**src/rtl/mips_multicycle_ctrl_pkg.sv**
```systemverilog
// Shared MIPS encodings for the multi-cycle controller: opcode/funct constants,
// FSM state codes, ALU operation enum and datapath mux select values.
package mips_multicycle_ctrl_pkg;

  localparam logic [5:0] OP_RTYPE = 6'h00, OP_J     = 6'h02, OP_JAL   = 6'h03,
                         OP_BEQ   = 6'h04, OP_BNE   = 6'h05, OP_ADDI  = 6'h08,
                         OP_ADDIU = 6'h09, OP_SLTI  = 6'h0a, OP_SLTIU = 6'h0b,
                         OP_ORI   = 6'h0d, OP_XORI  = 6'h0e, OP_LUI   = 6'h0f,
                         OP_LW    = 6'h23, OP_SW    = 6'h2b;

  localparam logic [5:0] FN_SLL  = 6'h00, FN_SRL  = 6'h02, FN_SRA  = 6'h03,
                         FN_SLLV = 6'h04, FN_SRLV = 6'h06, FN_SRAV = 6'h07,
                         FN_JR   = 6'h08, FN_ADD  = 6'h20, FN_ADDU = 6'h21,
                         FN_SUB  = 6'h22, FN_SUBU = 6'h23, FN_AND  = 6'h24,
                         FN_OR   = 6'h25, FN_XOR  = 6'h26, FN_NOR  = 6'h27,
                         FN_SLT  = 6'h2a, FN_SLTU = 6'h2b;

  typedef enum logic [3:0] {
    ALU_ADD, ALU_SUB, ALU_AND, ALU_OR, ALU_XOR, ALU_NOR, ALU_SLT, ALU_SLTU,
    ALU_SLL, ALU_SRL, ALU_SRA, ALU_SLLV, ALU_SRLV, ALU_SRAV, ALU_LUI
  } alu_op_e;

  localparam logic [3:0] ST_FETCH = 4'd0,  ST_DECODE = 4'd1,  ST_EXEC_R = 4'd2,
                         ST_EXEC_I = 4'd3, ST_MEM_ADDR = 4'd4, ST_MEM_RD = 4'd5,
                         ST_MEM_WR = 4'd6, ST_WB_ALU = 4'd7,  ST_WB_MEM = 4'd8,
                         ST_BRANCH = 4'd9, ST_JUMP = 4'd10,   ST_JR = 4'd11,
                         ST_ILLEGAL = 4'd12;

  localparam logic [1:0] PC_SRC_ALU = 2'd0, PC_SRC_ALUOUT = 2'd1, PC_SRC_JUMP = 2'd2, PC_SRC_RS = 2'd3;
  localparam logic [1:0] SRC_A_PC = 2'd0, SRC_A_RS = 2'd1, SRC_A_SHAMT = 2'd2;
  localparam logic [1:0] SRC_B_RT = 2'd0, SRC_B_FOUR = 2'd1, SRC_B_IMM = 2'd2, SRC_B_IMM_SH2 = 2'd3;
  localparam logic [1:0] REG_DST_RT = 2'd0, REG_DST_RD = 2'd1, REG_DST_RA = 2'd2;
  localparam logic [1:0] M2R_ALUOUT = 2'd0, M2R_MDR = 2'd1, M2R_PC = 2'd2;

  function automatic logic is_shamt_shift(input logic [5:0] funct);
    return (funct == FN_SLL) || (funct == FN_SRL) || (funct == FN_SRA);
  endfunction

endpackage

```
**src/rtl/mips_multicycle_ctrl_alu_decode.sv**
```systemverilog
// Combinational (opcode, funct) -> ALU operation, immediate extension mode and
// a legal flag for encodings the multi-cycle datapath supports.
module mips_alu_decode
  import mips_multicycle_ctrl_pkg::*;
(
  input  logic [5:0] opcode,
  input  logic [5:0] funct,
  output alu_op_e    alu_op,
  output logic       ext_sign,
  output logic       legal
);

  always_comb begin
    alu_op   = ALU_ADD;
    ext_sign = 1'b1;
    legal    = 1'b1;
    case (opcode)
      OP_RTYPE: begin
        case (funct)
          FN_SLL:          alu_op = ALU_SLL;
          FN_SRL:          alu_op = ALU_SRL;
          FN_SRA:          alu_op = ALU_SRA;
          FN_SLLV:         alu_op = ALU_SLLV;
          FN_SRLV:         alu_op = ALU_SRLV;
          FN_SRAV:         alu_op = ALU_SRAV;
          FN_JR:           alu_op = ALU_ADD;
          FN_ADD, FN_ADDU: alu_op = ALU_ADD;
          FN_SUB, FN_SUBU: alu_op = ALU_SUB;
          FN_AND:          alu_op = ALU_AND;
          FN_OR:           alu_op = ALU_OR;
          FN_XOR:          alu_op = ALU_XOR;
          FN_NOR:          alu_op = ALU_NOR;
          FN_SLT:          alu_op = ALU_SLT;
          FN_SLTU:         alu_op = ALU_SLTU;
          default:         legal  = 1'b0;
        endcase
      end
      OP_ADDI, OP_ADDIU, OP_LW, OP_SW, OP_J, OP_JAL: alu_op = ALU_ADD;
      OP_SLTI:       alu_op = ALU_SLT;
      OP_SLTIU:      alu_op = ALU_SLTU;
      OP_BEQ, OP_BNE: alu_op = ALU_SUB;
      // Logical immediates and LUI take the immediate zero-extended.
      OP_ORI:  begin alu_op = ALU_OR;  ext_sign = 1'b0; end
      OP_XORI: begin alu_op = ALU_XOR; ext_sign = 1'b0; end
      OP_LUI:  begin alu_op = ALU_LUI; ext_sign = 1'b0; end
      default: legal = 1'b0;
    endcase
  end

endmodule

```
**src/rtl/mips_multicycle_ctrl.sv**
```systemverilog
// Moore control FSM for the multi-cycle MIPS datapath; 3-5 cycles per instruction plus memory waits.
// Stalls in FETCH/MEM_RD/MEM_WR until mem_ready; MC_CTRL_ILLEGAL_EN traps unknown encodings in ILLEGAL.
module mips_multicycle_ctrl
  import mips_multicycle_ctrl_pkg::*;
(
  input  logic        clk,
  input  logic        rst,
  input  logic [31:0] instr,
  input  logic        alu_zero,
  input  logic        mem_ready,
  output logic        mem_req,
  output logic        mem_we,
  output logic        iord,
  output logic        ir_we,
  output logic        pc_we,
  output logic [1:0]  pc_src,
  output logic [1:0]  alu_src_a,
  output logic [1:0]  alu_src_b,
  output logic        ext_sign,
  output logic [3:0]  alu_op,
  output logic        reg_we,
  output logic [1:0]  reg_dst,
  output logic [1:0]  mem_to_reg,
  output logic        illegal
);

  logic [3:0] state_q, state_d;
  logic [5:0] opcode, funct;
  alu_op_e    dec_alu_op;
  logic       dec_ext_sign, dec_legal;
  logic       unused_instr_bits;

  assign opcode = instr[31:26];
  assign funct  = instr[5:0];
  assign unused_instr_bits = ^instr[25:6];

  mips_alu_decode u_alu_decode (
    .opcode   (opcode),
    .funct    (funct),
    .alu_op   (dec_alu_op),
    .ext_sign (dec_ext_sign),
    .legal    (dec_legal)
  );

  always_comb begin
    state_d = state_q;
    case (state_q)
      ST_FETCH:  if (mem_ready) state_d = ST_DECODE;
      ST_DECODE: begin
        state_d = ST_FETCH;
        if (!dec_legal) begin
`ifdef MC_CTRL_ILLEGAL_EN
          state_d = ST_ILLEGAL;
`endif
        end else begin
          case (opcode)
            OP_RTYPE: state_d = (funct == FN_JR) ? ST_JR : ST_EXEC_R;
            OP_LW, OP_SW:    state_d = ST_MEM_ADDR;
            OP_BEQ, OP_BNE:  state_d = ST_BRANCH;
            OP_J, OP_JAL:    state_d = ST_JUMP;
            default:         state_d = ST_EXEC_I;
          endcase
        end
      end
      ST_EXEC_R, ST_EXEC_I: state_d = ST_WB_ALU;
      ST_MEM_ADDR: state_d = (opcode == OP_LW) ? ST_MEM_RD : ST_MEM_WR;
      ST_MEM_RD:   if (mem_ready) state_d = ST_WB_MEM;
      ST_MEM_WR:   if (mem_ready) state_d = ST_FETCH;
`ifdef MC_CTRL_ILLEGAL_EN
      ST_ILLEGAL:  state_d = ST_ILLEGAL;
`endif
      default:     state_d = ST_FETCH;
    endcase
    if (rst) state_d = ST_FETCH;
  end

  always_ff @(posedge clk) begin
    state_q <= state_d;
  end

  // Reset overrides the decode so an abandoned instruction never writes anything.
  always_comb begin
    mem_req = 1'b0; mem_we = 1'b0; iord = 1'b0; ir_we = 1'b0; pc_we = 1'b0;
    pc_src = PC_SRC_ALU; alu_src_a = SRC_A_PC; alu_src_b = SRC_B_RT;
    ext_sign = 1'b0; alu_op = ALU_ADD; reg_we = 1'b0; reg_dst = REG_DST_RT;
    mem_to_reg = M2R_ALUOUT; illegal = 1'b0;
    if (!rst) begin
      case (state_q)
        ST_FETCH: begin
          mem_req = 1'b1; alu_src_b = SRC_B_FOUR;
          ir_we = mem_ready; pc_we = mem_ready;
        end
        ST_DECODE: begin
          alu_src_b = SRC_B_IMM_SH2; ext_sign = 1'b1;
        end
        ST_EXEC_R: begin
          alu_src_a = is_shamt_shift(funct) ? SRC_A_SHAMT : SRC_A_RS;
          alu_op = dec_alu_op;
        end
        ST_EXEC_I: begin
          alu_src_a = SRC_A_RS; alu_src_b = SRC_B_IMM;
          ext_sign = dec_ext_sign; alu_op = dec_alu_op;
        end
        ST_MEM_ADDR: begin
          alu_src_a = SRC_A_RS; alu_src_b = SRC_B_IMM; ext_sign = 1'b1;
        end
        ST_MEM_RD: begin mem_req = 1'b1; iord = 1'b1; end
        ST_MEM_WR: begin mem_req = 1'b1; mem_we = 1'b1; iord = 1'b1; end
        ST_WB_ALU: begin
          reg_we = 1'b1;
          reg_dst = (opcode == OP_RTYPE) ? REG_DST_RD : REG_DST_RT;
        end
        ST_WB_MEM: begin reg_we = 1'b1; mem_to_reg = M2R_MDR; end
        ST_BRANCH: begin
          alu_src_a = SRC_A_RS; alu_op = ALU_SUB; pc_src = PC_SRC_ALUOUT;
          pc_we = (opcode == OP_BEQ) ? alu_zero : ~alu_zero;
        end
        ST_JUMP: begin
          pc_we = 1'b1; pc_src = PC_SRC_JUMP;
          if (opcode == OP_JAL) begin
            reg_we = 1'b1; reg_dst = REG_DST_RA; mem_to_reg = M2R_PC;
          end
        end
        ST_JR: begin pc_we = 1'b1; pc_src = PC_SRC_RS; end
`ifdef MC_CTRL_ILLEGAL_EN
        ST_ILLEGAL: illegal = 1'b1;
`endif
        default: ;
      endcase
    end
  end

endmodule

```
**config.mk**
```make
export PLATFORM = sky130hd
export DESIGN_NAME = mips_multicycle_ctrl
export DESIGN_NICKNAME = d
export VERILOG_FILES = /design/src/rtl/mips_multicycle_ctrl_pkg.sv /design/src/rtl/mips_multicycle_ctrl_alu_decode.sv /design/src/rtl/mips_multicycle_ctrl.sv
export SDC_FILE = /design/constraint.sdc
export NUM_CORES = 1
export LEC_CHECK = 0
export BUFFER_PORTS_ARGS = -buffer_cell sky130_fd_sc_hd__buf_2
export CAP_MARGIN = 20
export CORE_MARGIN = 3
export CORE_UTILIZATION = 48
export CTS_CLUSTER_DIAMETER = 40
export DETAILED_ROUTE_END_ITERATION = 6
export GPL_ROUTABILITY_DRIVEN = 1
export PLACE_DENSITY = 0.9
export SLEW_MARGIN = 15
export SYNTH_ARGS = -nofsm -noshare
export SYNTH_HDL_FRONTEND = slang
export SYNTH_SLANG_ARGS = --single-unit
```
**constraint.sdc**
```tcl
create_clock -name clk -period 4 [get_ports clk]
set_clock_uncertainty 0.05 [all_clocks]
set_input_delay 0.6 -clock clk [delete_from_list [all_inputs] [get_ports clk]]
set_output_delay 0.6 -clock clk [all_outputs]
set_load 0.005 [all_outputs]
```
# [Yosys cells after proc, flatten, opt, wreduce, memory -nomap -nowiden]
# Cells that the tools add are included.
# W data, S select, Z words.
[word_totals] register_bits=4 inputBits=36 out_inout_bits=22
[classes] eq_ne=43 n_mux=44 bitwise_logic=1 n_reduce_logical=21
[op_table] op="$eq A6 B6 Y1 const B" count=12
[op_table] op="$pmux W4 S13" count=1
[op_table] op="$eq A6 B4 Y1 const B" count=8
[op_table] op="$eq A6 B3 Y1 const B" count=5
[op_table] op="$pmux W4 S7" count=1
[op_table] op="$eq A6 B2 Y1 const B" count=4
[op_table] op="$mux W4" count=6
[op_table] op="$pmux W4 S6" count=1
[op_table] op="$reduce_or A2 Y1" count=10
[op_table] op="$reduce_or A17 Y1" count=1
[op_table] op="$eq A4 B3 Y1 const B" count=4
[op_table] op="$eq A4 B4 Y1 const B" count=4
[op_table] op="$mux W1" count=16
[op_table] op="$mux W2" count=8
[op_table] op="$pmux W4 S4" count=1
[op_table] op="$reduce_or A13 Y1" count=1
[op_table] op="$logic_not A6 Y1" count=2
[op_table] op="$pmux W2 S2" count=3
[op_table] op="$pmux W2 S3" count=2
[op_table] op="$reduce_or A3 Y1" count=3
[op_table] op="$eq A4 B2 Y1 const B" count=2
[op_table] op="$pmux W4 S2" count=1
[op_table] op="$ne A2 B2 Y1 const B" count=3
[op_table] op="$pmux W1 S2" count=3
[op_table] op="other kinds (6)" count=7

# [Logic depth before layout (Yosys ltp)]
# Gate-level depths: netlist of run 1.
[logic_depth] ltp_word=6 depth_mapped=7 depth_no_buf=5

# [Modules after synthesis]
# Synthesis of run 1 repeated with hierarchy kept, for this count alone.
[hier_totals] hier_cells=166 area_unflattened_um2=1076.0
[modules_own_cells] mod="mips_multicycle_ctrl" instances=1 cells_per_inst=111 area_each_um2=716.9
[modules_own_cells] mod="mips_alu_decode" instances=1 cells_per_inst=55 area_each_um2=359.1

# [Worst setup path after synthesis of run 1]
# No wires, ideal clock.
[synth_timing] path_kind="input to output" from="input port instr[31]" to="output port pc_we" arrival_time_ns=1.650 t_required_ns=3.350 path_slack_ns=1.700 cell_stages=6 path_cell_list="buf_2 > nor3_2 > nand3_1 > xor2_1 > nand3_1 > a311oi_1"
[synth_between] elab_chain_len=4
[synth_lines] element="start, declared" line_no="mips_multicycle_ctrl.sv:8" source="input logic [31:0] instr,"
[synth_lines] element="$eq A6 B3 Y1" line_no="mips_multicycle_ctrl.sv:116" source="pc_we = (opcode == OP_BEQ) ? alu_zero : ~alu_zero;"
[synth_lines] element="$mux W1" line_no="mips_multicycle_ctrl.sv:116"
[synth_lines] element="$pmux W1 S3" line_no="mips_multicycle_ctrl.sv:88" source="case (state_q)"
[synth_lines] element="$mux W1" line_no="mips_multicycle_ctrl.sv:87" source="if (!rst) begin"
[synth_lines] element="end, declared" line_no="mips_multicycle_ctrl.sv:15" source="output logic pc_we,"
# Every way passes these cells.

# [Worst setup path after layout of run 1]
[layout_timing] from="input port instr[30]" to="output port alu_op[0]"
[layout_between] elab_chain_len=5
[layout_lines] element="$eq A6 B3 Y1" line_no="mips_multicycle_ctrl_alu_decode.sv:17" source="case (opcode)"
[layout_lines] element="$reduce_or A2 Y1" line_no="mips_multicycle_ctrl_alu_decode.sv:17"
[layout_lines] element="$pmux W4 S7 (*)" line_no="mips_multicycle_ctrl_alu_decode.sv:17"
[layout_lines] element="$pmux W4 S2 (*)" line_no="mips_multicycle_ctrl.sv:88"
[layout_lines] element="$mux W4 (*)" line_no="mips_multicycle_ctrl.sv:87"
[layout_lines] element="end, declared" line_no="mips_multicycle_ctrl.sv:20" source="output logic [3:0] alu_op,"
# Mark *: on every way between the ends. The rest lies on a longest branch, timed or not.

==> results.md, run 1 <==
* CTS tree: done
* Area contributors post-synth: nor2_1, a21oi_1, dfxtp_1
* #FFs+latches synth at 4
* Hold Path End: state_q[3]$_SDFFE_PP0P_
* Largest register by flop count: state_q
* Final Max Tran Viols at 0
* Avg Cell Area, Syn at 6.09 sq um
* Synth Flop Type: dfxtp_1
* Routed Wire Length at 2.92 mm
* Initial Util at 0.520
* Clock-pin slew on the worst setup and hold paths at 0.03 ns
* Kind of critical path: in -> out
* CP max FO at 7
* Largest area contributor in the netlist: nor2_1
* Maximum vdd drop at 216 uV
* Area growth, synth to finish at 13.3%
* Post-synth EDFFs at 0
* Cts hold-fix bufs at 0
* GR Overflow Total at 0
* Share of layout cells above drive strength 1 at 0.240
* Resized Gates After CTS at 0
* Top flop regs: state_q x4
* Setup TNS at 0 ns
* RR Startpoint: state_q[0]$_SDFFE_PP0P_
* GRT Resource Usage Total at 0.220
* Max FFs per register at 4
* Reg2reg end: state_q[1]$_SDFFE_PP0P_
* Hpwl dp at 2.22 mm
* Vias in the first global route at 1084
* Drt pass-1 iters at 4
* Worst slew pin tran at 0.616 ns
* WHS at 0.666 ns
* Via/cell ratio at 5.94
* Worst setup margin at 1.37 ns
* IO Pins at 58
* Met2 wire len at 1.35 mm
* Min-delay src: mem_ready
* DR WL met3 at 234 um
* Via Count at 1300
* Run status: finished clean
* Clock latency on the worst-skew pair at 0.24 ns
* Clk sink count at 4
* Max Cap Violations at 0
* Drt wl/cell at 13.3 um
* Htree depth at 1
* Crit path DAT at 1.98 ns
* GP Congestion at 0.873
* Final core utilization at 0.589
* Port Buffer Count at 36
* Synth top area share at 0.0974
* Clock Tree Root: clkbuf_4
* Full die area at 2760 sq um
* Critical Path Sink Type: output pin
* Fmax at 0.380 GHz
* Total Power at 0.399 mW
* Pre-CTS WS at 1.38 ns
* Core ar. at 2000 sq um
* FF-to-FF path depth at 5
* Post-synthesis net count at 207
* Tmin final at 2.63 ns
* Unrepaired setup endpoints after global routing: no
* Final cell count without fillers at 219
* DRC errors left at 0
* HP Class: in -> reg
* Netlist cell types at 53
* Cells after synthesis at 171
* Row Count at 16
* Critical Path RT at 3.35 ns
* Top sig layer: met4
* Pwr dens at 338 nW/um^2
* Period utilization at 0.658
* Die Wd at 52.6 um
* R2r setup slk at 2.06 ns
* Num CTS Buffers at 3
* Final count of negative-setup-slack endpoints at 0
* Final Hold Viols at 0
* Final instance area at 1180 sq um
* Final nets at 230
* P_leak at 0.488 nW
* WHS Path Cells at 3
* YS warnings at 0
* Global-route wire length before repair at 4.76 mm
* Setup bufs post-CTS at 0
* Largest net degree at the start of global routing at 19
* Sequential-to-total area share from yosys stat at 0.0769
* Antenna violations before repair at 0
* CTS max path bufs at 2
* Placed cell count at 216
* Post-DRT Antenna Nets at 0
* Slew HR at 0.589
* Post-synth ARST share at 0
* Synth Cell Area at 1040 sq um
* Post-DP Area at 1160 sq um
* Nature of the critical path startpoint: input port
* Iteration-0 DRC Markers at 50
* Die height at 52.6 um
* DRT met1 WL at 1.31 mm
* Antenna Cells at 0
how the worst max path moves through the flow:
stage	slack, ns	cells past startpoint	startpoint	to
6_report	1.37	7	instr[30]	alu_op[0]
5_1_grt	1.25	5	state_q[1]$_SDFFE_PP0P_	alu_op[0]
4_1_cts	1.38	7	instr[30]	alu_op[0]
3_5_place_dp	1.38	7	instr[30]	alu_op[0]
3_3_place_gp	1.38	7	instr[30]	alu_op[0]
2_1_floorplan	1.70	6	instr[31]	pc_we
synth_stat cells (all sizes together) (3+ instances only):
library cell / number
o21ai: 10
nor2: 28
nor3b: 3
nand3: 10
clkbuf: 9
nand4: 3
nand2b: 5
inv: 7
xor2: 3
a21oi: 17
nor3: 11
nor2b: 3
buf: 9
dfxtp: 4
nand2: 11
a211oi: 4
metal layers:
layer	vias up	global-route usage
li1	657	-
met1	569	0.290
met2	70	0.380
met3	4	0.0199
met4	0	0.0553
met5	-	0
worst max-delay path, stage by stage:
cell      delay [ns]
buf_2           0.14
nor3_2          0.34
nand3_1         0.19
a211oi_2        0.31
a22oi_1         0.10
o32ai_1         0.14
buf_2           0.17
cells in the final DEF (no fill, tap or decap), drive strengths merged, types with 3 or more instances in the layout:
cell type,instances
nor2,28
a211oi,4
nor3,11
clkbuf,3
nand4,3
nand3,10
inv,7
xor2,3
buf,36
nand2,11
dfxtp,4
o21ai,10
nor3b,3
nor2b,3
nand2b,5
a21oi,17
area by class of cell:
type	count	area, sq um
Clock buffer	3	22.5
Fill cell	214	822
Inverter	7	26.3
Timing Repair Buffer	36	180
Multi-Input combinational cell	142	837
Sequential cell	4	80.1
Tap cell	27	33.8
cell families (layout without fill, tap and decap cells):
| logic type | count (synthesis) | in the layout | synth area share |
|---|---|---|---|
| compound gates | 48 | 48 | 0.313 |
| xor+xnor | 5 | 5 | 0.0421 |
| fa+ha+maj | 1 | 1 | 0.00962 |
| buf+inv | 25 | 46 | 0.119 |
| flops | 4 | 4 | 0.0769 |
| mux | 1 | 1 | 0.0108 |
| other cells | 1 | 1 | 0.00360 |
| simple gates | 86 | 86 | 0.426 |
where the power goes:
part | switching (mW) | internal [mW]
combinational | 0.143 | 0.110
clock | 0.0160 | 0.0335
sequential | 0.0465 | 0.0513
Note: power is estimated with default switching activity, not from simulation.
==> run 2, diff against run 1 <==
Settings changed: ABC_AREA set to 1, CORE_UTILIZATION 48 to 44, PLACE_DENSITY 0.9 to 0.85.
Clock period 4 ns to 2.7 ns, I/O delays scaled along.
==> run 2 against run 1 <==
Effect of this change:
- combinational power is 35% higher
- area after synthesis shrank 5.0%
- sequential cell count is the same
- synthesized cell count rose by 17%
- total power grew 32%
==> results.md, run 2 <==
* Run status: finished clean
* Post-synth EDFFs at 0
* Post-synth ARST share at 0
* Via Count at 1324
* HP Class: in -> reg
* Period utilization at 0.777
* Antenna Cells at 0
* Netlist cell types at 26
* P_leak at 0.711 nW
* Fill cells at 225
* Fmax at 0.477 GHz
* Final Hold Viols at 0
* #FFs+latches synth at 4
* Largest area contributor in the netlist: nand2_1
* Vias in the first global route at 1081
* Largest net degree at the start of global routing at 16
* Cell with the most instances after synthesis: nand2_1
* Antenna violations before repair at 0
* Iteration-0 DRC Markers at 42
* CP max FO at 5
* Hpwl dp at 2.21 mm
* Unrepaired setup endpoints after global routing: no
* Routed Wire Length at 2.67 mm
* Clock latency on the worst-skew pair at 0.26 ns
* Port Buffer Count at 36
* IO Pins at 58
* Top flop regs: state_q x4
* Drt wl/cell at 10.2 um
* Most instantiated cells after synthesis: nand2_1, nor2_1, inv_1, nand3_1
* Setup TNS at 0 ns
* Most frequent cells in the layout: nand2_1, nor2_1, buf_2
* Full die area at 2850 sq um
* Largest register by flop count: state_q
* YS warnings at 0
* Tmin final at 2.10 ns
* Drt pass-1 iters at 4
* Cells after synthesis at 200
* Sequential-to-total area share from yosys stat at 0.0810
* Area contributors post-synth: nand2_1, nor2_1, nand3_1
* Initial Util at 0.484
* Pwr dens at 440 nW/um^2
* Htree depth at 1
* DRC errors left at 0
* Clock-pin slew on the worst setup and hold paths at 0.04 ns
* Setup bufs post-CTS at 0
* Avg Cell Area, Syn at 4.94 sq um
* Synth top area share at 0.178
* Final Max Tran Viols at 0
* Clk sink count at 4
* Synth Flop Type: dfxtp_1
* Core ar. at 2040 sq um
* Crit path DAT at 1.64 ns
* Global-route wire length before repair at 4.42 mm
* Cts hold-fix bufs at 0
* Critical Path RT at 2.25 ns
* Max Cap Violations at 0
* Via/cell ratio at 5.05
* Max FFs per register at 4
* Pre-CTS WS at 0.682 ns
* CTS tree: done
* GRT Resource Usage Total at 0.201
* CTS max path bufs at 2
* Area of the multi-input gates at 753 sq um
* WHS at 0.443 ns
* Maximum vdd drop at 328 uV
* Final nets at 273
* Final count of negative-setup-slack endpoints at 0
* Worst setup margin at 0.603 ns
* Nature of the critical path startpoint: flop
* Most common cell after layout, fill and taps aside: nand2_1
* Synth Cell Area at 988 sq um
* Clock Tree Root: clkbuf_4
* GR Overflow Total at 0
* Row Count at 16
* Die Wd at 53.4 um
* Resized Gates After CTS at 0
* Area growth, synth to finish at 20.8%
* Sequential cell area at 80.1 sq um
* Die height at 53.4 um
* Post-synthesis net count at 236
* Share of layout cells above drive strength 1 at 0.251
* Kind of critical path: reg -> out
* Critical Path Sink Type: output pin
* Post-DRT Antenna Nets at 0
* Num CTS Buffers at 3
* GP Congestion at 0.899
-- run 2: per-stage QoR --
step	area (sq um)	power, mW	util	std cells
2_1_floorplan	988	0.341	-	200
3_3_place_gp	1170	0.432	0.574	259
3_5_place_dp	1170	0.439	0.574	259
4_1_cts	1190	0.527	0.585	262
5_1_grt	1190	0.582	0.585	262
6_report	1190	0.526	0.585	262
-- run 2: final timing paths --
path         cells past startpoint  slack [ns]               startpoint                 endpoint
max                              8        0.60  state_q[2]$_SDFFE_PP0P_                alu_op[2]
min reg2reg                      2        0.52  state_q[0]$_SDFFE_PP0P_  state_q[0]$_SDFFE_PP0P_
min                              2        0.44                      rst  state_q[2]$_SDFFE_PP0P_
max reg2reg                      9        1.23  state_q[0]$_SDFFE_PP0P_  state_q[0]$_SDFFE_PP0P_
-- run 2: report_power, final --
| part | total [mW] | internal [mW] | switching (mW) |
|---|---|---|---|
| combinational | 0.341 | 0.121 | 0.220 |
| clock | 0.0816 | 0.0501 | 0.0314 |
| sequential | 0.103 | 0.0763 | 0.0271 |
| total | 0.526 | 0.248 | 0.278 |
-- run 2: kinds of logic (layout without fill, tap and decap cells) --
family	Yosys count	count (layout)	synth area share
buffers and inverters	37	72	0.157
other	1	1	0.00379
AND/OR/NAND/NOR	136	136	0.633
flip-flops	4	4	0.0810
AO/OA/AOI/OAI	22	22	0.125
-- run 2: metal layers --
metal	GRT usage	wire length (um)
met5	0	0
met4	0.0511	40
met3	0.0282	164
met2	0.322	1160
met1	0.277	1300
-- run 2: cell type report --
class,instances,share of cell area
repair buffers,36,0.151
inverters,33,0.104
clock buffers,3,0.0189
multi-input cells,159,0.631
flip-flops and latches,4,0.0671
well taps,27,0.0283
-- run 2: critical path: stages, from the launching register on --
cell and delay, ns:
dfxtp_1 0.35, nor2_2 0.19, inv_1 0.11, nor2_1 0.22
o21ai_1 0.12, nor2_2 0.13, inv_2 0.06, a21oi_2 0.09
buf_2 0.11
==> run 3, diff against run 2 <==
Clock period 2.7 ns to 1.95 ns, I/O delays scaled along.
==> run 3 against run 2 <==
Effect of this change:
- non-clock buffer count increased by 3
- clock power increased by 36%
- via count increased by 3.0%
- critical path depth unchanged
- sequential share of layout area increased by 0.29 points
- critical path type unchanged
- largest cell class unchanged
==> results.md, run 3 (same netlist as run 2, synthesis figures left out) <==
* WHS Path Cells at 2
* CTS tree: done
* Num CTS Buffers at 3
* Port Buffer Count at 36
* Antenna violations before repair at 0
* GRT Resource Usage Total at 0.204
* Global-route wire length before repair at 4.44 mm
* Tmin final at 1.89 ns
* Largest net degree at the start of global routing at 16
* Row Count at 16
* Clock-pin slew on the worst setup and hold paths at 0.05 ns
* CP cell instances: inv_1, nor2_4, inv_1, nor3_2, nand2_1, nor2_1, a211o_1, buf_2
* Critical path's slowest cell: dfxtp_2
* Largest register by flop count: state_q
* Top flop regs: state_q x4
* GP Congestion at 0.898
* Period utilization at 0.968
* Clock latency on the worst-skew pair at 0.25 ns
* Most frequent cells in the layout: nand2_1, buf_2, nor2_1
* Post-DRT Antenna Nets at 0
* Vias in the first global route at 1077
* IO Pins at 58
* Total Power at 0.771 mW
* Clock Tree Root: clkbuf_4
* Pre-CTS WS at 0.159 ns
* Final Max Tran Viols at 0
* Max FFs per register at 4
* Final nets at 276
* Hpwl dp at 2.23 mm
* Fill cells at 215
* Antenna Cells at 0
* Final count of negative-setup-slack endpoints at 0
* Largest stage delay on the critical path at 0.39 ns
* WHS at 0.329 ns
* Worst setup margin at 0.0616 ns
* Nature of the critical path startpoint: flop
* Share of layout cells above drive strength 1 at 0.294
* Most frequent CP cell: inv_1
* Pwr dens at 616 nW/um^2
* Critical Path Sink Type: output pin
* Die height at 53.4 um
* Drt wl/cell at 10.5 um
* Clk sink count at 4
* Full die area at 2850 sq um
* Area growth, synth to finish at 26.6%
* Fmax at 0.530 GHz
* Crit path DAT at 1.55 ns
* Htree depth at 1
* Die Wd at 53.4 um
* Kind of critical path: reg -> out
* Maximum vdd drop at 409 uV
* Cts hold-fix bufs at 0
* Critical Path RT at 1.61 ns
* Setup TNS at 0 ns
* CTS max path bufs at 2
* Final core utilization at 0.613
* DRC errors left at 0
* Iteration-0 DRC Markers at 64
* P_leak at 0.730 nW
* Via/cell ratio at 5.15
* Initial Util at 0.484
* GR Overflow Total at 0
* Routed Wire Length at 2.78 mm
* Final Hold Viols at 0
* Drt pass-1 iters at 4
* Via Count at 1364
* Core ar. at 2040 sq um
* HP Class: in -> reg
* FF-to-FF path depth at 9
* Most common cell after layout, fill and taps aside: nand2_1
* CP max FO at 4
* Max Cap Violations at 0
* Run status: finished clean
## run 3: layer usage
layer,global-route usage,wire [um]
met1,0.280,1280
met2,0.327,1260
met3,0.0254,198
met4,0.0638,40
met5,0,0
## run 3: area by class of cell
cell class                 instances  area, sq um  share of cell area
clock buffer                       3         22.5              0.0180
inverter                          33          124              0.0990
multi-input combinational        159          781               0.624
sequential                         4         87.6              0.0700
tap                               27         33.8              0.0270
timing repair buffer              39          203               0.162
## run 3: repair_timing
item | 4_1_cts | 5_1_grt
gates cloned | 0 | 0
buffers inserted | 0 | 2
setup endpoints to repair | 4 | 8
pin swaps | 0 | 1
gates resized for setup | 3 | 10
## run 3: path summary, 6_finish.rpt
| path | to | start | slack (ns) |
|---|---|---|---|
| worst max-delay path | pc_we | state_q[3]$_SDFFE_PP0P_ | 0.06 |
| worst min-delay path | state_q[2]$_SDFFE_PP0P_ | rst | 0.33 |
| worst max register to register | state_q[0]$_SDFFE_PP0P_ | state_q[1]$_SDFFE_PP0P_ | 0.51 |
| worst min register to register | state_q[1]$_SDFFE_PP0P_ | state_q[1]$_SDFFE_PP0P_ | 0.48 |
## run 3: critical path: cells and delay by family (launching register included)
kind	cells	cell delay, ns
AND/OR/NAND/NOR	4	0.50
buffers and inverters	3	0.27
AO/OA/AOI/OAI	1	0.13
flip-flops	1	0.39
## run 3: per-stage QoR
step / instance area [sq um] / instances
global placement: 1180 / 260
detailed placement: 1180 / 260
CTS: 1210 / 263
global route: 1250 / 265
floorplan: 988 / 200
finish: 1250 / 265
## run 3: where the power goes
part | internal [mW] | total [mW] | switching (mW)
Sequential | 0.113 | 0.157 | 0.0433
Combinational | 0.181 | 0.503 | 0.321
Clock | 0.0693 | 0.111 | 0.0419
Total | 0.364 | 0.771 | 0.406
